File: src/rtl/cpu_wbuf_pkg.sv
// Shared types for the data-cache posted-write buffer.
// Optional store-to-load forwarding is enabled with the WBUF_FORWARD_EN macro.
package cpu_wbuf_pkg;

  typedef enum logic [1:0] {
    B_IDLE,
    B_WRITE,
    B_READ
  } bus_state_t;

  typedef struct packed {
    logic [31:0] addr;
    logic [31:0] data;
  } wbuf_entry_t;

  localparam int unsigned ENTRY_W = $bits(wbuf_entry_t);

endpackage

File: src/rtl/cpu_sync_fifo.sv
// Synchronous FIFO with head and next-head read ports.
// Defining WBUF_FORWARD_EN exposes the storage array for the forwarding compare.
module cpu_sync_fifo #(
  parameter int unsigned WIDTH      = 64,
  parameter int unsigned DEPTH_LOG2 = 2
) (
  input  logic                  clk,
  input  logic                  rst_n,
  input  logic                  push,
  input  logic                  pop,
  input  logic [WIDTH-1:0]      wdata,
  output logic                  full,
  output logic                  empty,
  output logic [DEPTH_LOG2:0]   count,
  output logic [WIDTH-1:0]      head,
  output logic [WIDTH-1:0]      head_next
`ifdef WBUF_FORWARD_EN
  ,
  output logic [(1<<DEPTH_LOG2)*WIDTH-1:0] tap_data,
  output logic [DEPTH_LOG2-1:0]            tap_rd_idx
`endif
);

  localparam int unsigned DEPTH = 1 << DEPTH_LOG2;

  logic [DEPTH_LOG2:0]   wr_ptr;
  logic [DEPTH_LOG2:0]   rd_ptr;
  logic [DEPTH_LOG2-1:0] wr_idx;
  logic [DEPTH_LOG2-1:0] rd_idx;
  logic [DEPTH_LOG2-1:0] rd_idx_next;
  logic                  push_ok;
  logic                  pop_ok;
  logic [WIDTH-1:0]      mem [DEPTH];

  assign wr_idx      = wr_ptr[DEPTH_LOG2-1:0];
  assign rd_idx      = rd_ptr[DEPTH_LOG2-1:0];
  assign rd_idx_next = rd_idx + 1'b1;

  // Extra pointer bit distinguishes full from empty when the indices coincide
  assign full  = (wr_ptr[DEPTH_LOG2] != rd_ptr[DEPTH_LOG2]) && (wr_idx == rd_idx);
  assign empty = (wr_ptr == rd_ptr);
  assign count = wr_ptr - rd_ptr;

  assign push_ok = push & ~full;
  assign pop_ok  = pop & ~empty;

  always_ff @(posedge clk or negedge rst_n) begin
    if (!rst_n) begin
      wr_ptr <= '0;
      rd_ptr <= '0;
    end else begin
      if (push_ok) wr_ptr <= wr_ptr + 1'b1;
      if (pop_ok)  rd_ptr <= rd_ptr + 1'b1;
    end
  end

  always_ff @(posedge clk) begin
    if (push_ok) mem[wr_idx] <= wdata;
  end

  assign head      = mem[rd_idx];
  assign head_next = mem[rd_idx_next];

`ifdef WBUF_FORWARD_EN
  always_comb begin
    tap_data = '0;
    for (int unsigned i = 0; i < DEPTH; i++) begin
      tap_data[i*WIDTH +: WIDTH] = mem[i];
    end
  end

  assign tap_rd_idx = rd_idx;
`endif

endmodule

File: src/rtl/cpu_dcache_write_buffer.sv
// Posted-write buffer between the data cache and the system bus; drains writes in order.
// Defining WBUF_FORWARD_EN lets reads hitting a buffered write complete without a bus access.
module cpu_dcache_write_buffer
  import cpu_wbuf_pkg::*;
#(
  parameter int unsigned DEPTH_LOG2 = 2
) (
  input  logic        i_clock,
  input  logic        i_reset,
  input  logic        i_rw,
  input  logic        i_request,
  output logic        o_ready,
  input  logic [31:0] i_address,
  input  logic [31:0] i_wdata,
  output logic [31:0] o_rdata,
  output logic        o_bus_rw,
  output logic        o_bus_request,
  input  logic        i_bus_ready,
  output logic [31:0] o_bus_address,
  output logic [31:0] o_bus_wdata,
  input  logic [31:0] i_bus_rdata,
  output logic        o_empty
);

  localparam int unsigned PTR_W = DEPTH_LOG2 + 1;
  localparam int unsigned DEPTH = 1 << DEPTH_LOG2;

  bus_state_t        state;
  bus_state_t        state_nxt;
  logic              push;
  logic              pop;
  logic              fifo_full;
  logic              fifo_empty;
  logic [PTR_W-1:0]  count;
  logic [ENTRY_W-1:0] fifo_head;
  logic [ENTRY_W-1:0] fifo_head_next;
  wbuf_entry_t       head_e;
  wbuf_entry_t       head_next_e;
  wbuf_entry_t       push_e;
  logic              load_head;
  logic              load_next;
  logic              read_ready;
  logic [31:0]       bus_addr_q;
  logic [31:0]       bus_data_q;
  logic              fwd_hit;
  logic [31:0]       fwd_data;

  assign push_e.addr = i_address;
  assign push_e.data = i_wdata;
  assign head_e      = fifo_head;
  assign head_next_e = fifo_head_next;

  // Writes are refused during B_READ so a read never completes ahead of a younger write
  assign push = i_reset & i_request & i_rw & ~fifo_full & (state != B_READ);
  assign pop  = (state == B_WRITE) & i_bus_ready;

`ifdef WBUF_FORWARD_EN
  logic [DEPTH*ENTRY_W-1:0] tap_data;
  logic [DEPTH_LOG2-1:0]    tap_rd_idx;
  logic [DEPTH_LOG2-1:0]    fwd_idx;
  wbuf_entry_t              fwd_entry;
  logic                     fwd_match;

  cpu_sync_fifo #(
    .WIDTH      (ENTRY_W),
    .DEPTH_LOG2 (DEPTH_LOG2)
  ) u_fifo (
    .clk        (i_clock),
    .rst_n      (i_reset),
    .push       (push),
    .pop        (pop),
    .wdata      (push_e),
    .full       (fifo_full),
    .empty      (fifo_empty),
    .count      (count),
    .head       (fifo_head),
    .head_next  (fifo_head_next),
    .tap_data   (tap_data),
    .tap_rd_idx (tap_rd_idx)
  );

  // Walk oldest to youngest so the last match left standing is the youngest write
  always_comb begin
    fwd_match = 1'b0;
    fwd_data  = '0;
    fwd_idx   = '0;
    fwd_entry = '0;
    for (int unsigned k = 0; k < DEPTH; k++) begin
      fwd_idx   = tap_rd_idx + DEPTH_LOG2'(k);
      fwd_entry = tap_data[fwd_idx*ENTRY_W +: ENTRY_W];
      if ((PTR_W'(k) < count) && (fwd_entry.addr == i_address)) begin
        fwd_match = 1'b1;
        fwd_data  = fwd_entry.data;
      end
    end
  end

  assign fwd_hit = i_request & ~i_rw & (state != B_READ) & fwd_match;
`else
  cpu_sync_fifo #(
    .WIDTH      (ENTRY_W),
    .DEPTH_LOG2 (DEPTH_LOG2)
  ) u_fifo (
    .clk        (i_clock),
    .rst_n      (i_reset),
    .push       (push),
    .pop        (pop),
    .wdata      (push_e),
    .full       (fifo_full),
    .empty      (fifo_empty),
    .count      (count),
    .head       (fifo_head),
    .head_next  (fifo_head_next)
  );

  assign fwd_hit  = 1'b0;
  assign fwd_data = '0;
`endif

  always_ff @(posedge i_clock or negedge i_reset) begin
    if (!i_reset) begin
      state <= B_IDLE;
    end else begin
      state <= state_nxt;
    end
  end

  always_comb begin
    state_nxt  = state;
    load_head  = 1'b0;
    load_next  = 1'b0;
    read_ready = 1'b0;
    case (state)
      B_IDLE: begin
        if (count != '0) begin
          state_nxt = B_WRITE;
          load_head = 1'b1;
        end else if (i_request && !i_rw) begin
          state_nxt = B_READ;
        end
      end
      B_WRITE: begin
        if (i_bus_ready) begin
          if (count != PTR_W'(1)) begin
            load_next = 1'b1;
          end else begin
            state_nxt = B_IDLE;
          end
        end
      end
      B_READ: begin
        read_ready = i_bus_ready;
        if (i_bus_ready) state_nxt = B_IDLE;
      end
      default: state_nxt = B_IDLE;
    endcase
  end

  always_ff @(posedge i_clock or negedge i_reset) begin
    if (!i_reset) begin
      bus_addr_q <= '0;
      bus_data_q <= '0;
    end else if (load_head) begin
      bus_addr_q <= head_e.addr;
      bus_data_q <= head_e.data;
    end else if (load_next) begin
      bus_addr_q <= head_next_e.addr;
      bus_data_q <= head_next_e.data;
    end
  end

  assign o_bus_request = (state != B_IDLE);
  assign o_bus_rw      = (state == B_WRITE);
  assign o_bus_address = (state == B_READ) ? i_address : bus_addr_q;
  assign o_bus_wdata   = bus_data_q;

  assign o_ready = push | read_ready | fwd_hit;
  assign o_rdata = (state == B_READ) ? i_bus_rdata :
                   fwd_hit           ? fwd_data    : '0;

  assign o_empty = fifo_empty & (state != B_WRITE);

endmodule

File: config.mk
export PLATFORM = sky130hd
export DESIGN_NAME = cpu_dcache_write_buffer
export DESIGN_NICKNAME = d
export VERILOG_FILES = /design/src/rtl/cpu_wbuf_pkg.sv /design/src/rtl/cpu_sync_fifo.sv /design/src/rtl/cpu_dcache_write_buffer.sv
export SDC_FILE = /design/constraint.sdc
export NUM_CORES = 1
export LEC_CHECK = 0
export CORE_MARGIN = 3
export CORE_UTILIZATION = 45
export DETAILED_ROUTE_END_ITERATION = 16
export PLACE_DENSITY = 0.68
export SKIP_CTS_REPAIR_TIMING = 1
export SYNTH_ARGS = -nofsm -noshare
export SYNTH_HDL_FRONTEND = slang
export SYNTH_SLANG_ARGS = --single-unit
File: constraint.sdc
create_clock -name i_clock -period 3.7 [get_ports i_clock]
set_clock_uncertainty 0.05 [all_clocks]
set_input_delay 0.555 -clock i_clock [delete_from_list [all_inputs] [get_ports i_clock]]
set_output_delay 0.555 -clock i_clock [all_outputs]
set_load 0.05 [all_outputs]
==> impl_metrics.ini, run 1 <==
[status]
outcome = finished, final reports clean

[pwr]
seq_power_share = 0.283
pwr-share-comb = 0.506
power.density_nw_per_um2 = 907.3
p_sw_mw = 7.230
p_clk_frac = 0.211
swShare = 0.4162
peakVddDrop_uv = 1073
power.leakage_nw = 6.461
p_int_mw = 10.14

[route]
drcViolationCount = 0
wl_per_cell_um = 24.83
drtPass1Iterations = 5
vias_per_cell = 6.114
drtAntennaViolNets = 0
vias = 9764
wl_mm = 39.65
drt_iter0_drc = 727

[sta]
setup_viol = 0
slew_headroom = 0.3594
rsz0062_at_grt = no
hold_viol = 0
worstMarginPinSlew_ns = 0.9609
period_needed_ns = 3.375
post-route-period-util = 0.9123
fmaxAchievable_mhz = 296.3
whs_ns = 0.08018
final.setup.tns_ns = 0
drv_slew = 0
setup_slack_ns = 0.3246

[die]
die_x_um = 191.5
std_cell_rows = 67
ios = 201
core_area_um2 = 33700
dieArea_um2 = 36680
die_h_um = 191.5
initial_core_util = 0.4595

[clocking]
cts_tree = built
clkTransAtPathRegs_ns = 0.06
clock_path_buffers = 3
cts.sink_count = 328
clk_latency_ns = 0.51
root_buffer = clkbuf_16
htree_levels = 2
cts_buffers = 36

[synthesis]
synth-seq-cells = 328
synth_most_common_cell = edfxtp_1
ys_seq_area_frac = 0.6127
ys.flop_type = edfxtp_1
yosysTopAreaCellShare = 0.4964
synth_area_leaders = edfxtp_1, mux4_2, dfrtp_1, a211oi_1, a311oi_1
synth-edff-count = 256
synthCells = 951
ys_async_sr_fraction = 0.2195
synth_common_cells = edfxtp_1, a211oi_1, mux4_2
synth_area_um2 = 15490
ys_types = 34
yosysWarnings = 0
yosysTopAreaCell = edfxtp_1
syn_nets = 1060
synth.avg_cell_area_um2 = 16.28

[global_routing]
grt_usage = 0.2181
grt.busiest_layer = met2
grt_use_met1 = 0.2888
grt_max_degree = 131
antenna_found_initial = 4
grt_use_met2 = 0.3769
grt_pass1_wl_mm = 61.30
grt_pass1_vias = 10376
grt.overflow.total = 0
use_met3 = 0.03979

[setup_path]
end_kind = output port
worstReg2RegEnd = bus_addr_q[27]$_DFFE_PN0P_
crit_path_max_fanout = 7
cp-start-kind = flip-flop
crit_family = buffers and inverters
rr_worst_depth = 7
crit_buf_inv = 2
slowest_delay_ns = 0.86
arrival_ns = 2.77
cp_slowest_cell = clkdlybuf4s50_1
rr_startpoint = u_fifo.wr_ptr[0]$_DFFE_PN0P_
crit_chain = inv_1, ha_1, nand2_1, nor3b_1, clkdlybuf4s50_1
path_class = flip-flop to output port
rrSetupSlack_ns = 0.75
required_ns = 3.09

[placement]
pre_cts_slack_ns = 0.7841
placed_area_um2 = 17920
numPortBuffers = 200
place_congestion = 0.7201
place_hpwl_mm = 22.57

[cells_and_area]
fin_area_um2 = 19150
fillCellCount = 2610
area_delta_synth_final_pct = 23.64
drive_above_1_share = 0.1962
nets = 1229

[worst_hold_path]
hold_path.class = input pin to async pin

[flow_run]
drv_cap = 0
## routing by layer
metal | vias to the layer above | wire, um
li1 | 4239 | -
met1 | 5141 | 15930
met2 | 319 | 20520
met3 | 61 | 2431
met4 | 4 | 736
met5 | - | 27
## flip-flops by register name (all words and copies together), names as in the netlist
register and flops:
bus_addr_q 32, o_bus_wdata 32, state 2, u_fifo.mem 256
u_fifo.rd_ptr 3, u_fifo.wr_ptr 3
## area by class of cell
cell class / count / area [um2] / area share
multi-input cells: 458 / 5320 / 0.2779
clock inverters: 18 / 217.7 / 0.01137
clock buffers: 47 / 1003 / 0.05241
repair buffers: 226 / 2280 / 0.1191
well taps: 448 / 560.5 / 0.02928
flip-flops and latches: 328 / 9497 / 0.4960
diodes: 2 / 5.005 / 0.0002614
inverters: 70 / 264.0 / 0.01379
## through the flow
step | power [mW] | util | cells
global placement | 13.62 | 0.5318 | 1530
global route | 18.23 | 0.5681 | 1596
CTS | 17.46 | 0.5680 | 1595
finish | 17.37 | 0.5682 | 1597
detailed placement | 13.75 | 0.5318 | 1530
floorplan | 11.16 | - | 951
## how the worst max path moves through the flow
stage	from	endpoint	slack [ns]	depth (start not counted)
2_1_floorplan	u_fifo.rd_ptr[1]$_DFFE_PN0P_	u_fifo.mem[0][0]$_DFFE_PP_	0.09	7
3_3_place_gp	u_fifo.rd_ptr[0]$_DFFE_PN0P_	o_bus_wdata[8]$_DFFE_PN0P_	0.84	6
3_5_place_dp	u_fifo.rd_ptr[0]$_DFFE_PN0P_	o_bus_wdata[0]$_DFFE_PN0P_	0.78	6
4_1_cts	u_fifo.wr_ptr[0]$_DFFE_PN0P_	o_empty	0.31	5
5_1_grt	state[1]$_DFFE_PN0P_	o_bus_address[19]	0.16	5
6_report	u_fifo.wr_ptr[0]$_DFFE_PN0P_	o_empty	0.32	5
## power groups by stage
| stage | registers, mW | clock network (mW) | logic (mW) |
|---|---|---|---|
| after CTS | 4.92 | 3.73 | 8.81 |
| after floorplan | 5.48 | 0 | 5.68 |
| after global placement | 4.98 | 0 | 8.64 |
| final | 4.92 | 3.67 | 8.78 |
| after global routing | 4.98 | 3.90 | 9.35 |
| after detailed placement | 4.99 | 0 | 8.76 |
## layout by cell type (no fill, tap or decap), types with 2 or more instances in the layout
| cell type | instances |
|---|---|
| clkdlybuf4s50_1 | 198 |
| clkbuf_1 | 6 |
| nor2b_4 | 2 |
| diode_2 | 2 |
| inv_6 | 2 |
| buf_12 | 7 |
| and2_1 | 32 |
| buf_4 | 21 |
| clkbuf_16 | 37 |
| clkinv_2 | 5 |
| a31oi_1 | 2 |
| dfrtp_1 | 70 |
| nand2_1 | 34 |
| a211oi_1 | 128 |
| inv_1 | 69 |
| a21o_4 | 2 |
| mux4_2 | 128 |
| dfrtp_4 | 2 |
| mux2_2 | 2 |
| clkinv_1 | 6 |
| clkbuf_8 | 4 |
| bufinv_16 | 5 |
| and2_4 | 4 |
| a311oi_1 | 65 |
| edfxtp_1 | 256 |
| o21ai_0 | 32 |
| ha_1 | 6 |
| xnor2_1 | 3 |
| xor2_1 | 2 |
## cell families after synthesis
kind of cell	share of synthesized area
simple gates	0.02707
flops	0.6127
buf+inv	0.04743
fa+ha+maj	0.006948
xor+xnor	0.004363
mux	0.1883
compound gates	0.1132
(Power assumes the default switching activity.)
==> run 2: changes to the inputs <==
- REMOVE_ABC_BUFFERS: default -> 1
==> run 2 against run 1 <==
Fmax shrank 3.4%; final cell count is essentially flat; flip-flop and latch count is the same; worst hold slack lost 0.037 ns; design area shrank 0.13%; power shrank 1.5%; sequential power shrank 0.8%; combinational power shrank 0.6%; register-to-register slack lost 0.02 ns; routed wire length shrank 2.7%; count of clock-buffer cells in the layout shrank 1; clock power shrank 4%; critical endpoint is now o_ready; highest routed layer unchanged.
==> impl_metrics.ini, run 2 (synthesis gave the netlist of run 1 again) <==
[die]
die_x_um = 191.5
initial_core_util = 0.4595
dieArea_um2 = 36680
ios = 201
std_cell_rows = 67
core_area_um2 = 33700
die_h_um = 191.5

[sta]
rsz0062_at_grt = no
period_needed_ns = 3.496
post-route-period-util = 0.9448
hold_viol = 0
slew_headroom = 0.3218
setup_viol = 0
fmaxAchievable_mhz = 286.1
worstMarginPinSlew_ns = 1.017
drv_slew = 0

[cells_and_area]
drive_above_1_share = 0.1967
fillCellCount = 2622
fin_util = 0.5674
area_delta_synth_final_pct = 23.48
register_area_um2 = 9497
largest_reg_flops = 256
final_cell_mix = edfxtp_1, clkdlybuf4s50_1, mux4_2, a211oi_1, dfrtp_1
final_common_cell = edfxtp_1
regMostFlops = u_fifo.mem
nets = 1231
fin_area_um2 = 19120
multi_input_area_um2 = 5308

[setup_path]
path_class = flip-flop to output port
cp_slowest_cell = clkdlybuf4s50_1
arrival_ns = 2.89
crit_path_max_fanout = 7
slowest_delay_ns = 0.69
required_ns = 3.09
end_kind = output port
cp-start-kind = flip-flop
crit_chain = inv_1, ha_1, nand2_1, o211a_1, a21o_1, clkdlybuf4s50_1

[route]
wl_met3_mm = 2.619
dr_wl_met2_mm = 19.48
vias = 9714
vias_per_cell = 6.079
drtAntennaViolNets = 0
maxUsedRoutingLayer = met5
drcViolationCount = 0
drt_iter0_drc = 761
wl_mm = 38.56
wl_met1_mm = 15.79
drtPass1Iterations = 5
wl_per_cell_um = 24.13

[global_routing]
grt_pass1_wl_mm = 59.42
grt.overflow.total = 0
grt_pass1_vias = 10167
grt_usage = 0.2124
grt_max_degree = 131
antenna_found_initial = 1

[clocking]
cts_tree = built
clk_latency_ns = 0.51
root_buffer = clkbuf_16
cts.sink_count = 328
clkTransAtPathRegs_ns = 0.06
htree_levels = 2
clock_path_buffers = 3
cts_buffers = 36

[placement]
placed_area_um2 = 17950
place_congestion = 0.7352
numPortBuffers = 200
place_hpwl_mm = 22.27

[pwr]
p_total_mw = 17.12
peakVddDrop_uv = 1435
power.leakage_nw = 6.448
power.density_nw_per_um2 = 895.1

[flow_run]
drv_cap = 0

[status]
outcome = finished, final reports clean

[worst_hold_path]
hold_path.class = input pin to async pin
## run 2: path summary, 6_finish.rpt
path	startpoint	end	slack (ns)	depth (start not counted)
setup / recovery	u_fifo.wr_ptr[0]$_DFFE_PN0P_	o_ready	0.20	6
hold / removal	i_reset	u_fifo.rd_ptr[2]$_DFFE_PN0P_	0.04	2
setup reg to reg	u_fifo.wr_ptr[0]$_DFFE_PN0P_	u_fifo.mem[3][14]$_DFFE_PP_	0.73	6
hold reg to reg	bus_addr_q[5]$_DFFE_PN0P_	bus_addr_q[5]$_DFFE_PN0P_	0.49	2
max in group asynchronous	i_reset	u_fifo.rd_ptr[0]$_DFFE_PN0P_	2.44	3
min in group i_clock	bus_addr_q[5]$_DFFE_PN0P_	bus_addr_q[5]$_DFFE_PN0P_	0.49	2
## run 2: metrics by stage
step                cells   TNS, ns  hold slack [ns]  setup WS, ns
floorplan             856  -1177.66           0.2094        -4.691
global placement     1532         0           0.4758        0.7113
detailed placement   1532         0           0.4701        0.6982
CTS                  1597         0          0.04886        0.1992
global route         1597         0          0.07104       0.01741
finish               1598         0          0.04298        0.2042
## run 2: critical path: cells and delay by family, from the launching register on
| family | cells | cell delay, ns |
|---|---|---|
| flip-flops | 1 | 0.39 |
| adder cells (fa/ha/maj) | 1 | 0.51 |
| AO/OA/AOI/OAI | 2 | 0.51 |
| AND/OR/NAND/NOR | 1 | 0.15 |
| buffers and inverters | 2 | 0.81 |
## run 2: final cells by class
cell class,instances,area share
sequential,328,0.4966
antenna,1,0.0001309
tap,448,0.02931
clock inverter,19,0.009357
inverter,70,0.01381
timing repair buffer,228,0.1214
clock buffer,46,0.05176
multi-input combinational,458,0.2776
## run 2: routing by layer
| metal | GRT usage | vias up |
|---|---|---|
| met2 | 0.3588 | 359 |
| met1 | 0.2888 | 5050 |
| met5 | 0 | - |
| li1 | - | 4243 |
| met3 | 0.03448 | 60 |
| met4 | 0.05701 | 2 |
## run 2: power by group
group          switching (mW)  internal, mW
combinational            5.48          3.25
clock                    1.40          2.11
sequential              0.277          4.60
total                    7.16          9.96
==> run 3: changes to the inputs <==
- TNS_END_PERCENT: default -> 30
==> results of run 3 <==
Final layout, timing and power as in run 2 (identical DEF).
